### src/rtl/enc_monitor_pkg.sv
// Shared types and constants for the ADC encode-clock monitor.
// Holds the FSM state encoding, counter widths and the period tolerance helper.
package enc_monitor_pkg;

    typedef enum logic [1:0] {
        IDLE,
        SETTLE,
        TRACK,
        RUN
    } state_t;

    localparam int PERIOD_W = 6;
    localparam int CNT_W    = 8;

    localparam logic [PERIOD_W-1:0] PERIOD_MAX = '1;
    localparam logic [CNT_W-1:0]    CNT_MAX    = '1;

    // Distance is taken on the larger side first so the unsigned subtraction never wraps.
    function automatic logic out_of_tol(input int unsigned measured,
                                        input int unsigned nominal,
                                        input int unsigned tol);
        if (measured > nominal) begin
            return (measured - nominal) > tol;
        end
        return (nominal - measured) > tol;
    endfunction

endpackage

### src/rtl/sync_edge.sv
// Two-flop synchronizer for a single asynchronous bit, plus rising-edge detect
// on the synchronized level.
module sync_edge (
    input  logic clk,
    input  logic rst,
    input  logic d,
    output logic level,
    output logic rise
);

    logic meta;
    logic sync;
    logic sync_d;

    // NOTE: non-blocking assignments make these three flops a true shift chain.
    always_ff @(posedge clk) begin
        if (rst) begin
            meta   <= 1'b0;
            sync   <= 1'b0;
            sync_d <= 1'b0;
        end else begin
            meta   <= d;
            sync   <= meta;
            sync_d <= sync;
        end
    end

    assign level = sync;
    assign rise  = sync & ~sync_d;

endmodule

### src/rtl/enc_monitor.sv
// Monitors the ADC encode clock against ADC_CLK once the DCM has locked and settled.
// Period/error/lock-loss statistics are built only when ENC_MON_STATS_EN is defined.
module enc_monitor
    import enc_monitor_pkg::*;
#(
    parameter int EXP_PERIOD = 16,
    parameter int TOL        = 1,
    parameter int SETTLE_CYC = 1024
) (
    input  logic                ADC_CLK,
    input  logic                RST,
    input  logic                ADC_ENC,
    input  logic                LOCKED,
    input  logic                CLR_CNT,
    output logic                ENC_STROBE,
    output logic                READY,
    output logic [PERIOD_W-1:0] PERIOD,
    output logic [CNT_W-1:0]    PERIOD_ERR_CNT,
    output logic [CNT_W-1:0]    LOCK_LOSS_CNT
);

    localparam int                  SETTLE_W    = (SETTLE_CYC > 1) ? $clog2(SETTLE_CYC) : 1;
    localparam logic [SETTLE_W-1:0] SETTLE_LAST = SETTLE_W'(SETTLE_CYC - 1);
    localparam logic [PERIOD_W-1:0] TIMEOUT_CNT = PERIOD_W'(2 * EXP_PERIOD);

    logic enc_edge;
    logic lock_s;
    logic unused_enc_level;
    logic unused_lock_rise;

    sync_edge u_enc_sync (
        .clk   (ADC_CLK),
        .rst   (RST),
        .d     (ADC_ENC),
        .level (unused_enc_level),
        .rise  (enc_edge)
    );

    sync_edge u_lock_sync (
        .clk   (ADC_CLK),
        .rst   (RST),
        .d     (LOCKED),
        .level (lock_s),
        .rise  (unused_lock_rise)
    );

    state_t              state;
    logic [SETTLE_W-1:0] settle_cnt;
    logic                track_edge;
    logic [PERIOD_W-1:0] period_cnt;

    logic run_active;
    logic period_bad;
    logic timeout_hit;
    logic err_hit;
    logic loss_hit;

    assign run_active  = (state == RUN) && lock_s;
    assign period_bad  = run_active && enc_edge &&
                         out_of_tol(32'(period_cnt), EXP_PERIOD, TOL);
    assign timeout_hit = run_active && !enc_edge && (period_cnt == TIMEOUT_CNT);
    assign err_hit     = period_bad || timeout_hit;
    assign loss_hit    = !lock_s && ((state == TRACK) || (state == RUN));

    always_ff @(posedge ADC_CLK) begin
        if (RST) begin
            state      <= IDLE;
            settle_cnt <= '0;
            track_edge <= 1'b0;
            READY      <= 1'b0;
            ENC_STROBE <= 1'b0;
        end else begin
            ENC_STROBE <= 1'b0;
            if (!lock_s) begin
                state      <= IDLE;
                settle_cnt <= '0;
                READY      <= 1'b0;
            end else begin
                case (state)
                    IDLE: begin
                        state      <= SETTLE;
                        settle_cnt <= '0;
                    end
                    SETTLE: begin
                        if (settle_cnt == SETTLE_LAST) begin
                            state      <= TRACK;
                            track_edge <= 1'b0;
                        end else begin
                            settle_cnt <= settle_cnt + 1'b1;
                        end
                    end
                    // Two edges are needed so the first RUN period is a full measurement.
                    TRACK: begin
                        if (enc_edge) begin
                            if (track_edge) begin
                                state <= RUN;
                                READY <= 1'b1;
                            end else begin
                                track_edge <= 1'b1;
                            end
                        end
                    end
                    RUN:     ENC_STROBE <= enc_edge;
                    default: state      <= IDLE;
                endcase
            end
        end
    end

    always_ff @(posedge ADC_CLK) begin
        if (RST) begin
            period_cnt <= '0;
        end else if (!lock_s || !((state == TRACK) || (state == RUN))) begin
            period_cnt <= '0;
        end else if (enc_edge || timeout_hit) begin
            period_cnt <= PERIOD_W'(1);
        end else if (period_cnt != PERIOD_MAX) begin
            period_cnt <= period_cnt + 1'b1;
        end
    end

`ifdef ENC_MON_STATS_EN
    // A clear wins over an increment landing in the same cycle.
    always_ff @(posedge ADC_CLK) begin
        if (RST) begin
            PERIOD         <= '0;
            PERIOD_ERR_CNT <= '0;
            LOCK_LOSS_CNT  <= '0;
        end else begin
            if (run_active && enc_edge) begin
                PERIOD <= period_cnt;
            end
            if (CLR_CNT) begin
                PERIOD_ERR_CNT <= '0;
                LOCK_LOSS_CNT  <= '0;
            end else begin
                if (err_hit && (PERIOD_ERR_CNT != CNT_MAX)) begin
                    PERIOD_ERR_CNT <= PERIOD_ERR_CNT + 1'b1;
                end
                if (loss_hit && (LOCK_LOSS_CNT != CNT_MAX)) begin
                    LOCK_LOSS_CNT <= LOCK_LOSS_CNT + 1'b1;
                end
            end
        end
    end
`else
    assign PERIOD         = '0;
    assign PERIOD_ERR_CNT = '0;
    assign LOCK_LOSS_CNT  = '0;

    logic unused_stats;
    assign unused_stats = ^{CLR_CNT, err_hit, loss_hit};
`endif

endmodule

### config.mk
export PLATFORM = sky130hd
export DESIGN_NAME = enc_monitor
export DESIGN_NICKNAME = d
export VERILOG_FILES = /design/src/rtl/enc_monitor_pkg.sv /design/src/rtl/sync_edge.sv /design/src/rtl/enc_monitor.sv
export SDC_FILE = /design/constraint.sdc
export NUM_CORES = 1
export LEC_CHECK = 0
export CORE_UTILIZATION = 40
export DETAILED_ROUTE_END_ITERATION = 10
export PLACE_DENSITY_LB_ADDON = 0.2
export REMOVE_ABC_BUFFERS = 1
export SLEW_MARGIN = 20
export SYNTH_ARGS = -nofsm -noshare
export SYNTH_HDL_FRONTEND = slang
export SYNTH_SLANG_ARGS = --single-unit
export TNS_END_PERCENT = 1
### constraint.sdc
create_clock -name ADC_CLK -period 1.5 [get_ports ADC_CLK]
set_clock_uncertainty 0.05 [all_clocks]
set_input_delay 0.15 -clock ADC_CLK [delete_from_list [all_inputs] [get_ports ADC_CLK]]
set_output_delay 0.15 -clock ADC_CLK [all_outputs]
set_load 0.02 [all_outputs]
* Word level (Yosys, flattened, before mapping)
Cells that the tools add are included.
** Storage, ports and cells
- Output and inout port bits :: 24
- Logic and storage cells :: 42
- Bits of input ports :: 5
- Flip-flop bits (word level) :: 20
** Operators by class
- Eq/ne operators :: 8
- Reductions and logical operators :: 10
- Add/subtract/negate cells :: 1
- Bitwise operators :: 4
- Muxes and demuxes :: 9
** Operators by type and width (number)
- one-hot mux 10 bit (2 select lines) :: 1
- adder 10 x 1 -> 10 bit (second input constant) :: 1
- == test 10 bit (second input constant) :: 1
- 2-to-1 mux 10 bit :: 1
- inequality test 2 bit (second input constant) :: 4
- AND reduction 4 bit :: 2
- 2-to-1 mux 2 bit :: 3
- one-hot mux 2 bit (3 select lines) :: 1
- == test 2 bit (second input constant) :: 2
- nonzero test 2 bit :: 2
- NOT 1 bit :: 3
- AND reduction 3 bit :: 1
- nonzero test 3 bit :: 1
- OR reduction 3 bit :: 1
- == test 2 x 1 -> 1 bit (second input constant) :: 1
- zero test 2 bit :: 1
- 2-to-1 mux 1 bit :: 2
- one-hot mux 1 bit (2 select lines) :: 1
- AND reduction 2 bit :: 1
- OR reduction 2 bit :: 1
- bitwise AND 1 bit :: 1

* Depth between registers and ports, before layout
Gate-level depths: netlist (run 1).
- Depth after elaboration :: 4
- Gate-level depth with buffers :: 8
- Mapped depth without buffers :: 6

* By module
Synthesis (run 1) repeated with hierarchy kept, for this count alone.
** Unflattened totals
- Cell total of the unflattened synthesis :: 132
- Area total of the unflattened synthesis :: 1179.9 um^2
** Modules (own cells, without submodules)
- enc_monitor :: times used 1, seq. area each 300.3 um^2, area an instance 1004.7 um^2, cells each 118
- sync_edge :: times used 2, seq. area each 60.1 um^2, area an instance 87.6 um^2, cells each 7

* Least setup slack after synthesis (run 1)
No wires, ideal clock.
- Path kind :: register to register
- From :: register settle_cnt[0]
- To :: register settle_cnt[5]
- Data arrival time :: 1.565 ns
- Path buffers :: 1
- Library setup time :: 0.070 ns
- Data required time :: 1.380 ns
- Setup slack :: -0.185 ns
- Clock period less this slack :: 1.685 ns
- Stages on the path, launching flop included :: 7
- Path through :: dfxtp_1 -> ha_1 -> and4_1 -> buf_6 -> a41o_1 -> or3_1 -> a21oi_1
** On the way
- Word-level cells in the longest chain between the ends :: 3
- Elaborated cells on any way between the ends :: 6
- Classes of those cells :: add/sub: 1; eq/ne: 2; mux: 2; reduce/logical: 1
** Ends and longest elaborated chain
- from (decl) :: line enc_monitor.sv:48 : logic [SETTLE_W-1:0] settle_cnt;
- from (signal assigned) :: line enc_monitor.sv:89 : settle_cnt <= settle_cnt + 1'b1;
- adder 10 x 1 -> 10 bit or == test 10 bit (tied branches) :: line enc_monitor.sv:89, enc_monitor.sv:85
- 2-to-1 mux 10 bit or inequality test 2 bit (tied branches)
- one-hot mux 10 bit (2 select lines) or AND reduction 2 bit (tied branches)
Several ways; a longest one is shown, not always the timed one. The select of a mux whose other input is x is not followed.
A chain may end at the register's enable or synchronous reset.

* Worst setup path after layout (run 1)
- From :: register settle_cnt[1]
- To :: register state[0]
** On the way
- Word-level cells in the longest chain between the ends :: 3
** Ends and longest elaborated chain
- == test 10 bit :: line enc_monitor.sv:85 : if (settle_cnt == SETTLE_LAST) begin
- inequality test 2 bit (no line)
- AND reduction 4 bit (no line)
- to (signal assigned) :: line enc_monitor.sv:81 : state <= SETTLE;
- to (signal assigned) :: line enc_monitor.sv:86 : state <= TRACK;
- to (signal assigned) :: line enc_monitor.sv:96 : state <= RUN;
- to (decl) :: line enc_monitor.sv:47 : state_t state;
Every way passes these cells.

==> results of run 1 <==
-- worst max path at each step --
stage,from,to,slack [ps],cells after the start
3_3_place_gp,state[1],settle_cnt[5],-130,6
5_1_grt,settle_cnt[1],track_edge,-150,7
4_1_cts,settle_cnt[0],state[0],-70,6
2_1_floorplan,settle_cnt[0],settle_cnt[7],-340,5
6_report,settle_cnt[1],state[0],-70,6
3_5_place_dp,state[1],settle_cnt[9],-160,7
-- what timing repair did --
| action | in CTS | in global routing |
|---|---|---|
| setup buffers | 1 | 2 |
| endpoints found under the setup margin | 12 | 14 |
| gates resized for setup | 15 | 12 |
| pin swaps | 4 | 6 |
| gates cloned | 0 | 0 |
-- logic make-up after synthesis --
family	Yosys count
other	1
multiplexers	1
AND/OR/NAND/NOR	35
buffers and inverters	32
flip-flops	20
adder cells (fa/ha/maj)	7
AO/OA/AOI/OAI	32
-- power groups by stage --
stage	Sequential (mW)	Clock [mW]	Combinational, mW
floorplan	0.552	0	0.0683
global placement	0.552	0	0.100
detailed placement	0.553	0	0.101
CTS	0.541	0.461	0.105
global route	0.542	0.479	0.118
finish	0.541	0.453	0.109
-- synth_stat cells (3+ instances only) --
cell,count,area share
inv_1,5,0.016
ha_1,7,0.077
buf_4,22,0.14
dfxtp_1,20,0.35
nor2_1,5,0.016
o31ai_1,3,0.020
nand4_1,3,0.016
o211ai_1,4,0.026
nand2_1,6,0.020
nor2b_1,6,0.033
a21oi_1,5,0.022
a31oi_1,6,0.033
-- flip-flops by register name, indices dropped and copies added, names as in the netlist --
name               cells
u_enc_sync.level       1
settle_cnt            10
READY                  1
state                  2
u_lock_sync.level      1
u_enc_sync.meta        1
u_lock_sync.meta       1
u_enc_sync.sync_d      1
ENC_STROBE             1
track_edge             1
-- cell usage in the layout, fill, tap and decap left out, types with 5 or more instances in the layout --
master | synthesis | final
nand2_1 | 6 | 5
conb_1 | 1 | 22
nor2b_1 | 6 | 6
dfxtp_2 | 0 | 5
dfxtp_1 | 20 | 15
a21oi_1 | 5 | 5
buf_4 | 22 | 29
a31oi_1 | 6 | 5
-- per-stage QoR --
stage	util	power, mW
global route	0.553	1.14
detailed placement	0.488	0.654
global placement	0.488	0.653
finish	0.553	1.10
CTS	0.531	1.11
floorplan	-	0.621
-- area by class of cell --
type / count / area [um2]
clock inverter: 1 / 30.0
fill: 243 / 1220
multi-input combinational: 97 / 692
inverter: 5 / 18.8
sequential: 20 / 407
tap: 31 / 38.8
timing repair buffer: 37 / 304
clock buffer: 3 / 22.5
-- worst max-delay path, delay by kind of cell, from the launching register on --
kind,cells,cell delay [ps]
AOI/OAI and AO/OA,2,220
adders and majority gates,1,150
buffers and inverters,1,150
DFF,1,370
and+or+nand+nor,2,580
-- routing by layer --
| metal | vias to the layer above | track usage |
|---|---|---|
| met3 | 2 | 0.0234 |
| met5 | - | 0 |
| met4 | 0 | 0.0893 |
| met1 | 481 | 0.211 |
| met2 | 45 | 0.305 |
| li1 | 497 | - |
==> results.txt, run 1 <==
Clock latency of the later-clocked register in the worst-skew pair = 310 ps
Die ar. = 3080 um2
Minimum clock period after layout = 1570 ps
Synth Warn # = 0
DRC marker count from the first detailed-route iteration = 32
Standard cell with the maximum stage delay on the critical path = dfxtp_2
Number of setup violations in the final report = 7
Synthesized cell area = 1140 um2
Highest signal layer in the routed design = met4
Hold Slack = 323 ps
Hold/Removal Path Class = input pin to flip-flop
CTS root buffer = clkbuf_4
Clock tree from TritonCTS = yes
Arr. time, crit path = 1770 ps
Met2 wire length = 1390 um
Critical Path Source Type = flip-flop
Final nets = 176
Number of diodes = 0
I/O Pins = 29
Peak VDD IR = 0.000466 V
DP Worst Slack = -157 ps
Simple-gate area share of the yosys netlist = 0.175
Max Transition Viols Final = 0
Crit-path max FO = 4
Total Routed Length = 2590 um
Post-layout instance area = 1510 um2
Number of detailed-routing iterations run before antenna repair = 4
Routability Congestion = 0.821
Leakage power = 0.627 nW
Mapped Cells = 128
H-tree depth = 1
Clock share of power = 0.410
Clock buffer depth = 2
Post-synthesis cell type count = 36
Placed wire-length estimate = 1820 um
Number of maximum-capacitance constraint violations = 0
Remaining design rule violation count = 0
Cells on worst reg2reg path = 6
Post-Route M1 WL = 1060 um
Global-route wire length before repair = 4290 um
Share of the synthesized netlist area taken by xor and xnor gates = 0
Failing checks = negative setup slack
Placement row count = 19
Effective utilization at floorplan = 0.418
Internal power contribution = 841 uW
Number of routed nets with antenna violations = 0
Final Worst Setup Slack = -70.9 ps
Non-filler instance count after layout = 194
Setup repair after global routing missed its margin = true
Vias post-DR = 1025
Core area = 2730 um2
Kind of critical path = flip-flop to flip-flop
Combinational share of power = 0.099
Most used flip-flop cell after synthesis = dfxtp_1
EDFF count, synth = 0
Detail-routed net length per standard cell = 13.3 um
Share of synthesized registers carrying an async set or reset = 0
Critical Path Sink Type = flip-flop
Count of hold-fix buffers inserted at cts = 0
Total track usage = 0.176
Vias in the first global route = 986
P per Cell Area = 729 nW/um2
Antenna violations before repair = 0
Overflow left after global routing = 0
End of the worst hold path = u_lock_sync.meta
Die Wd = 55.5 um
Final sum of negative setup slack = -237 ps
Critical path required time = 1700 ps
Avg Inst Size Synth = 8.93 um2
Share of cell area taken by muxes after synthesis = 0.00875
Reg-to-reg startpoint = settle_cnt[1]
Number of synthesized register bits = 20
Area growth, synth to finish = 32.3%
Met3 wire length = 123 um
Result of the run = finished, violations left
Via density per instance = 5.28
Fraction of layout cells with a size suffix above 1 = 0.337
Hold path startpoint = LOCKED
Highest clock frequency the design can meet = 637 MHz
Reg-to-reg critical path endpoint = state[0]
Number of clock sinks = 20
Critical Path, Cell by Cell = ha_4 -> and4_4 -> a31oi_4 -> buf_6 -> or3_1 -> a21oi_1
Reg clk slew, reported paths = 130 ps
Flop-to-flop setup slack = -70 ps
Adder-Cell Fraction of Synth Area = 0.0766
Compound-cell area share of the yosys netlist = 0.200
Period Utilization, post-route = 1.05
Count of placed standard cells including taps = 187
Clock buffers created by TritonCTS = 3
Vertical die dimension = 55.5 um
Sw Share = 0.237
Psw = 262 uW
Fraction of the yosys area taken by sequential cells = 0.350
Final hold violation count = 0
Portion of total power attributed to sequential cells = 0.491
Cells on Worst Hold Path = 2
Dominant combinational cell family by area after synthesis = compound AO/OA/AOI/OAI gates
Port buffer count = 5
Maximum number of pins on one net before global-route repair = 13
Placed Instance Area = 1340 um2
Slowest stage delay, CP = 370 ps
No activity file was read; power rests on OpenSTA's default activity.
==> run 2: changes to the inputs <==
- CTS_BUF_LIST: unset -> sky130_fd_sc_hd__clkbuf_16
==> results.txt, run 2 (same netlist as run 1, synthesis figures left out) <==
Die ar. = 3080 um2
DP Worst Slack = -157 ps
Crit-path max FO = 4
Port buffer count = 5
Vertical die dimension = 55.5 um
Most frequent cells in the layout = 29 x buf_4, 22 x conb_1, 16 x dfxtp_1
Arr. time, crit path = 1710 ps
Flip-flop count of the largest register after layout = 10
Number of diodes = 0
Count of hold-fix buffers inserted at cts = 0
Critical path required time = 1640 ps
Routability Congestion = 0.821
Number of maximum-capacitance constraint violations = 0
Number of detailed-routing iterations run before antenna repair = 4
Period Utilization, post-route = 1.05
P per Cell Area = 905 nW/um2
Hold/Removal Path Class = flip-flop to flip-flop
CTS root buffer = clkbuf_16
Placement row count = 19
Highest clock frequency the design can meet = 635 MHz
Core Util, Final = 0.560
Placed wire-length estimate = 1820 um
Clock buffer depth = 2
Clock latency of the later-clocked register in the worst-skew pair = 260 ps
Leading registers by flop count = settle_cnt x10, state x2
Total track usage = 0.177
DRC marker count from the first detailed-route iteration = 15
Final Worst Setup Slack = -73.7 ps
Critical Path Sink Type = flip-flop
Register with the most flip-flops = settle_cnt
H-tree depth = 1
Slowest stage delay, CP = 350 ps
Detail-routed net length per standard cell = 12.9 um
Via density per instance = 5.18
Number of setup violations in the final report = 7
Remaining design rule violation count = 0
Die Wd = 55.5 um
Peak VDD IR = 0.000587 V
Setup repair after global routing missed its margin = true
Area growth, synth to finish = 33.9%
Number of routed nets with antenna violations = 0
Critical Path Source Type = flip-flop
Maximum number of pins on one net before global-route repair = 13
Kind of critical path = flip-flop to flip-flop
Minimum clock period after layout = 1570 ps
Vias post-DR = 1000
Total Routed Length = 2490 um
Max Transition Viols Final = 0
Result of the run = finished, violations left
Leakage power = 0.624 nW
Standard cell with the maximum stage delay on the critical path = dfxtp_2
Critical Path, Cell by Cell = ha_4 -> and4_4 -> a31oi_4 -> buf_6 -> or3_1 -> a21oi_1
Clock buffers created by TritonCTS = 3
Leading cell type in the layout, fill and taps excluded = buf_4
Overflow left after global routing = 0
Final nets = 175
Category of cells accounting for the largest share of critical-path delay = simple AND/OR/NAND/NOR gates
Final hold violation count = 0
Vias in the first global route = 993
Reg clk slew, reported paths = 60 ps
Effective utilization at floorplan = 0.418
Core area = 2730 um2
Clock tree from TritonCTS = yes
Antenna violations before repair = 0
I/O Pins = 29
Fraction of layout cells with a size suffix above 1 = 0.321
Global-route wire length before repair = 4350 um
Buffers plus inverters on the worst setup path = 1
Failing checks = negative setup slack
Number of clock sinks = 20
run 2: worst paths after layout:
path                                 startpoint  depth (start not counted)          endpoint  slack, ps
worst max-delay path              settle_cnt[0]                          6          state[0]        -70
worst min-delay path            u_enc_sync.meta                          1  u_enc_sync.level        390
worst max register to register    settle_cnt[0]                          6          state[0]        -70
worst min register to register  u_enc_sync.meta                          1  u_enc_sync.level        390
run 2: per-layer routing:
layer  routed length (um)  GRT usage
met1                 1140      0.211
met2                 1250      0.317
met3                   77     0.0281
met4                   29     0.0643
met5                    0          0
run 2: metrics by stage:
step / cells / total power [mW] / hold slack [ps] / TNS [ps] / cell area (um2)
finish: 193 / 1.39 / 391 / -240 / 1530
global placement: 187 / 0.653 / 366 / -845 / 1340
detailed placement: 187 / 0.654 / 381 / -1350 / 1340
CTS: 193 / 1.40 / 393 / -231 / 1520
global route: 193 / 1.43 / 410 / -798 / 1530
floorplan: 122 / 0.621 / 169 / -2620 / 1030
run 2: worst reg2reg max path: cells and delay by family (launching register included):
family	cells	cell delay, ps
adder cells (fa/ha/maj)	1	140
AND/OR/NAND/NOR	2	600
buffers and inverters	1	150
AO/OA/AOI/OAI	2	210
flip-flops	1	350
run 2: where the power goes:
group / switching (mW) / internal [mW] / leakage, nW / total (mW)
clock: 0.207 / 0.530 / 0.0511 / 0.737
combinational: 0.0748 / 0.0324 / 0.409 / 0.107
sequential: 0.00345 / 0.538 / 0.164 / 0.541
total: 0.286 / 1.10 / 0.624 / 1.39
run 2: layout make-up:
class	count	area [um2]
fillers	236	1200
multi-input cells	97	673
flip-flops and latches	20	405
repair buffers	36	290
clock buffers	3	75.1
well taps	31	38.8
clock inverters	1	30.0
inverters	5	18.8
run 2: what timing repair did:
item,CTS,global route
endpoints found under the setup margin,12,12
buffers inserted,2,0
gates resized for setup,17,4
pin swaps,6,2
==> run 3: changes to the inputs <==
- PLACE_DENSITY: unset -> 0.72
- PLACE_DENSITY_LB_ADDON: 0.2 -> unset
==> results.txt, run 3 (same netlist as run 1, synthesis figures left out) <==
Result of the run = finished, violations left
Failing checks = negative setup slack
Clock buffer depth = 2
Count of hold-fix buffers inserted at cts = 0
Critical Path, Cell by Cell = ha_4 -> and4_4 -> a31oi_1 -> buf_4 -> or3_4 -> a21oi_2
Final hold violation count = 0
Core Util, Final = 0.540
Final nets = 172
Overflow left after global routing = 0
Leading registers by flop count = settle_cnt x10, state x2
Reg clk slew, reported paths = 50 ps
Clock latency of the later-clocked register in the worst-skew pair = 250 ps
Hold/Removal Path Class = flip-flop to flip-flop
Flip-flop count of the largest register after layout = 10
Period Utilization, post-route = 1.07
Critical Path Sink Type = flip-flop
Portion of total power attributed to sequential cells = 0.451
Crit-path max FO = 7
Post-Route M1 WL = 1140 um
Most frequent cells in the layout = 26 x buf_4, 22 x conb_1, 18 x dfxtp_1
P per Cell Area = 814 nW/um2
Arr. time, crit path = 1750 ps
Vias post-DR = 1029
I/O Pins = 29
Number of routed nets with antenna violations = 0
Detail-routed net length per standard cell = 13.6 um
Effective utilization at floorplan = 0.418
Kind of critical path = flip-flop to flip-flop
Peak VDD IR = 0.000652 V
Die Wd = 55.5 um
H-tree depth = 1
Highest clock frequency the design can meet = 622 MHz
DRC marker count from the first detailed-route iteration = 23
Psw = 276 uW
Max Transition Viols Final = 0
Routability Congestion = 0.863
Core area = 2730 um2
Count of placed standard cells including taps = 185
DP Worst Slack = -123 ps
Number of maximum-capacitance constraint violations = 0
Area growth, synth to finish = 29.1%
Critical Path Source Type = flip-flop
Critical path required time = 1640 ps
Minimum clock period after layout = 1610 ps
Number of clock sinks = 20
Non-filler instance count after layout = 190
Placed wire-length estimate = 1750 um
Combinational share of power = 0.090
Final sum of negative setup slack = -386 ps
Standard cell with the maximum stage delay on the critical path = or3_4
Clock tree from TritonCTS = yes
Register with the most flip-flops = settle_cnt
Leakage power = 0.598 nW
Sw Share = 0.230
Setup repair after global routing missed its margin = true
Clock share of power = 0.459
Maximum number of pins on one net before global-route repair = 12
Buffers plus inverters on the worst setup path = 1
Category of cells accounting for the largest share of critical-path delay = simple AND/OR/NAND/NOR gates
Die ar. = 3080 um2
CTS root buffer = clkbuf_16
Count of filler cells inserted in the layout = 260
Number of detailed-routing iterations run before antenna repair = 4
Total Routed Length = 2590 um
Leading cell type in the layout, fill and taps excluded = buf_4
Antenna violations before repair = 0
Fraction of layout cells with a size suffix above 1 = 0.289
Final Worst Setup Slack = -108 ps
Vias in the first global route = 940
Met2 wire length = 1270 um
Number of setup violations in the final report = 9
Remaining design rule violation count = 0
Total track usage = 0.175
Internal power contribution = 926 uW
Via density per instance = 5.42
Port buffer count = 5
Slowest stage delay, CP = 370 ps
Clock buffers created by TritonCTS = 3
Met3 wire length = 105 um
Number of diodes = 0
Highest signal layer in the routed design = met4
Placement row count = 19
Global-route wire length before repair = 4230 um
Vertical die dimension = 55.5 um
## run 3: layer usage
| layer | vias to the layer above | track usage |
|---|---|---|
| met1 | 493 | 0.201 |
| li1 | 486 | - |
| met3 | 9 | 0.0375 |
| met2 | 41 | 0.299 |
| met4 | 0 | 0.0964 |
| met5 | - | 0 |
## run 3: final timing paths
path                            cells past startpoint                 to             start  slack, ps
worst max-delay path                                6           state[0]     settle_cnt[0]       -110
worst min-delay path                                1  u_lock_sync.level  u_lock_sync.meta        390
worst max register to register                      6           state[0]     settle_cnt[0]       -110
worst min register to register                      1  u_lock_sync.level  u_lock_sync.meta        390
## run 3: layout make-up
cell class                 count  area, um2  share of cell area
multi-input combinational     97        669               0.453
tap                           31       38.8              0.0263
inverter                       5       18.8              0.0127
sequential                    20        403               0.273
clock inverter                 1       3.75             0.00254
clock buffer                   3       75.1              0.0508
timing repair buffer          33        268               0.181
## run 3: what timing repair did
action | in CTS | in global routing
endpoints found under the setup margin | 11 | 12
pin swaps | 3 | 4
setup buffers | 1 | 0
gates resized for setup | 12 | 5
## run 3: power by group through the flow
stage	registers, mW	logic [mW]	clock network (mW)
floorplan	0.552	0.0683	0
global placement	0.552	0.0985	0
detailed placement	0.553	0.101	0
CTS	0.541	0.104	0.555
global route	0.542	0.116	0.589
finish	0.541	0.108	0.552
## run 3: per-stage QoR
stage | cell area [um2] | hold WS (ps) | total power, mW
after floorplan | 1030 | 169 | 0.621
after global placement | 1320 | 367 | 0.651
after detailed placement | 1320 | 388 | 0.653
after CTS | 1450 | 400 | 1.20
after global routing | 1480 | 411 | 1.25
final | 1480 | 391 | 1.20
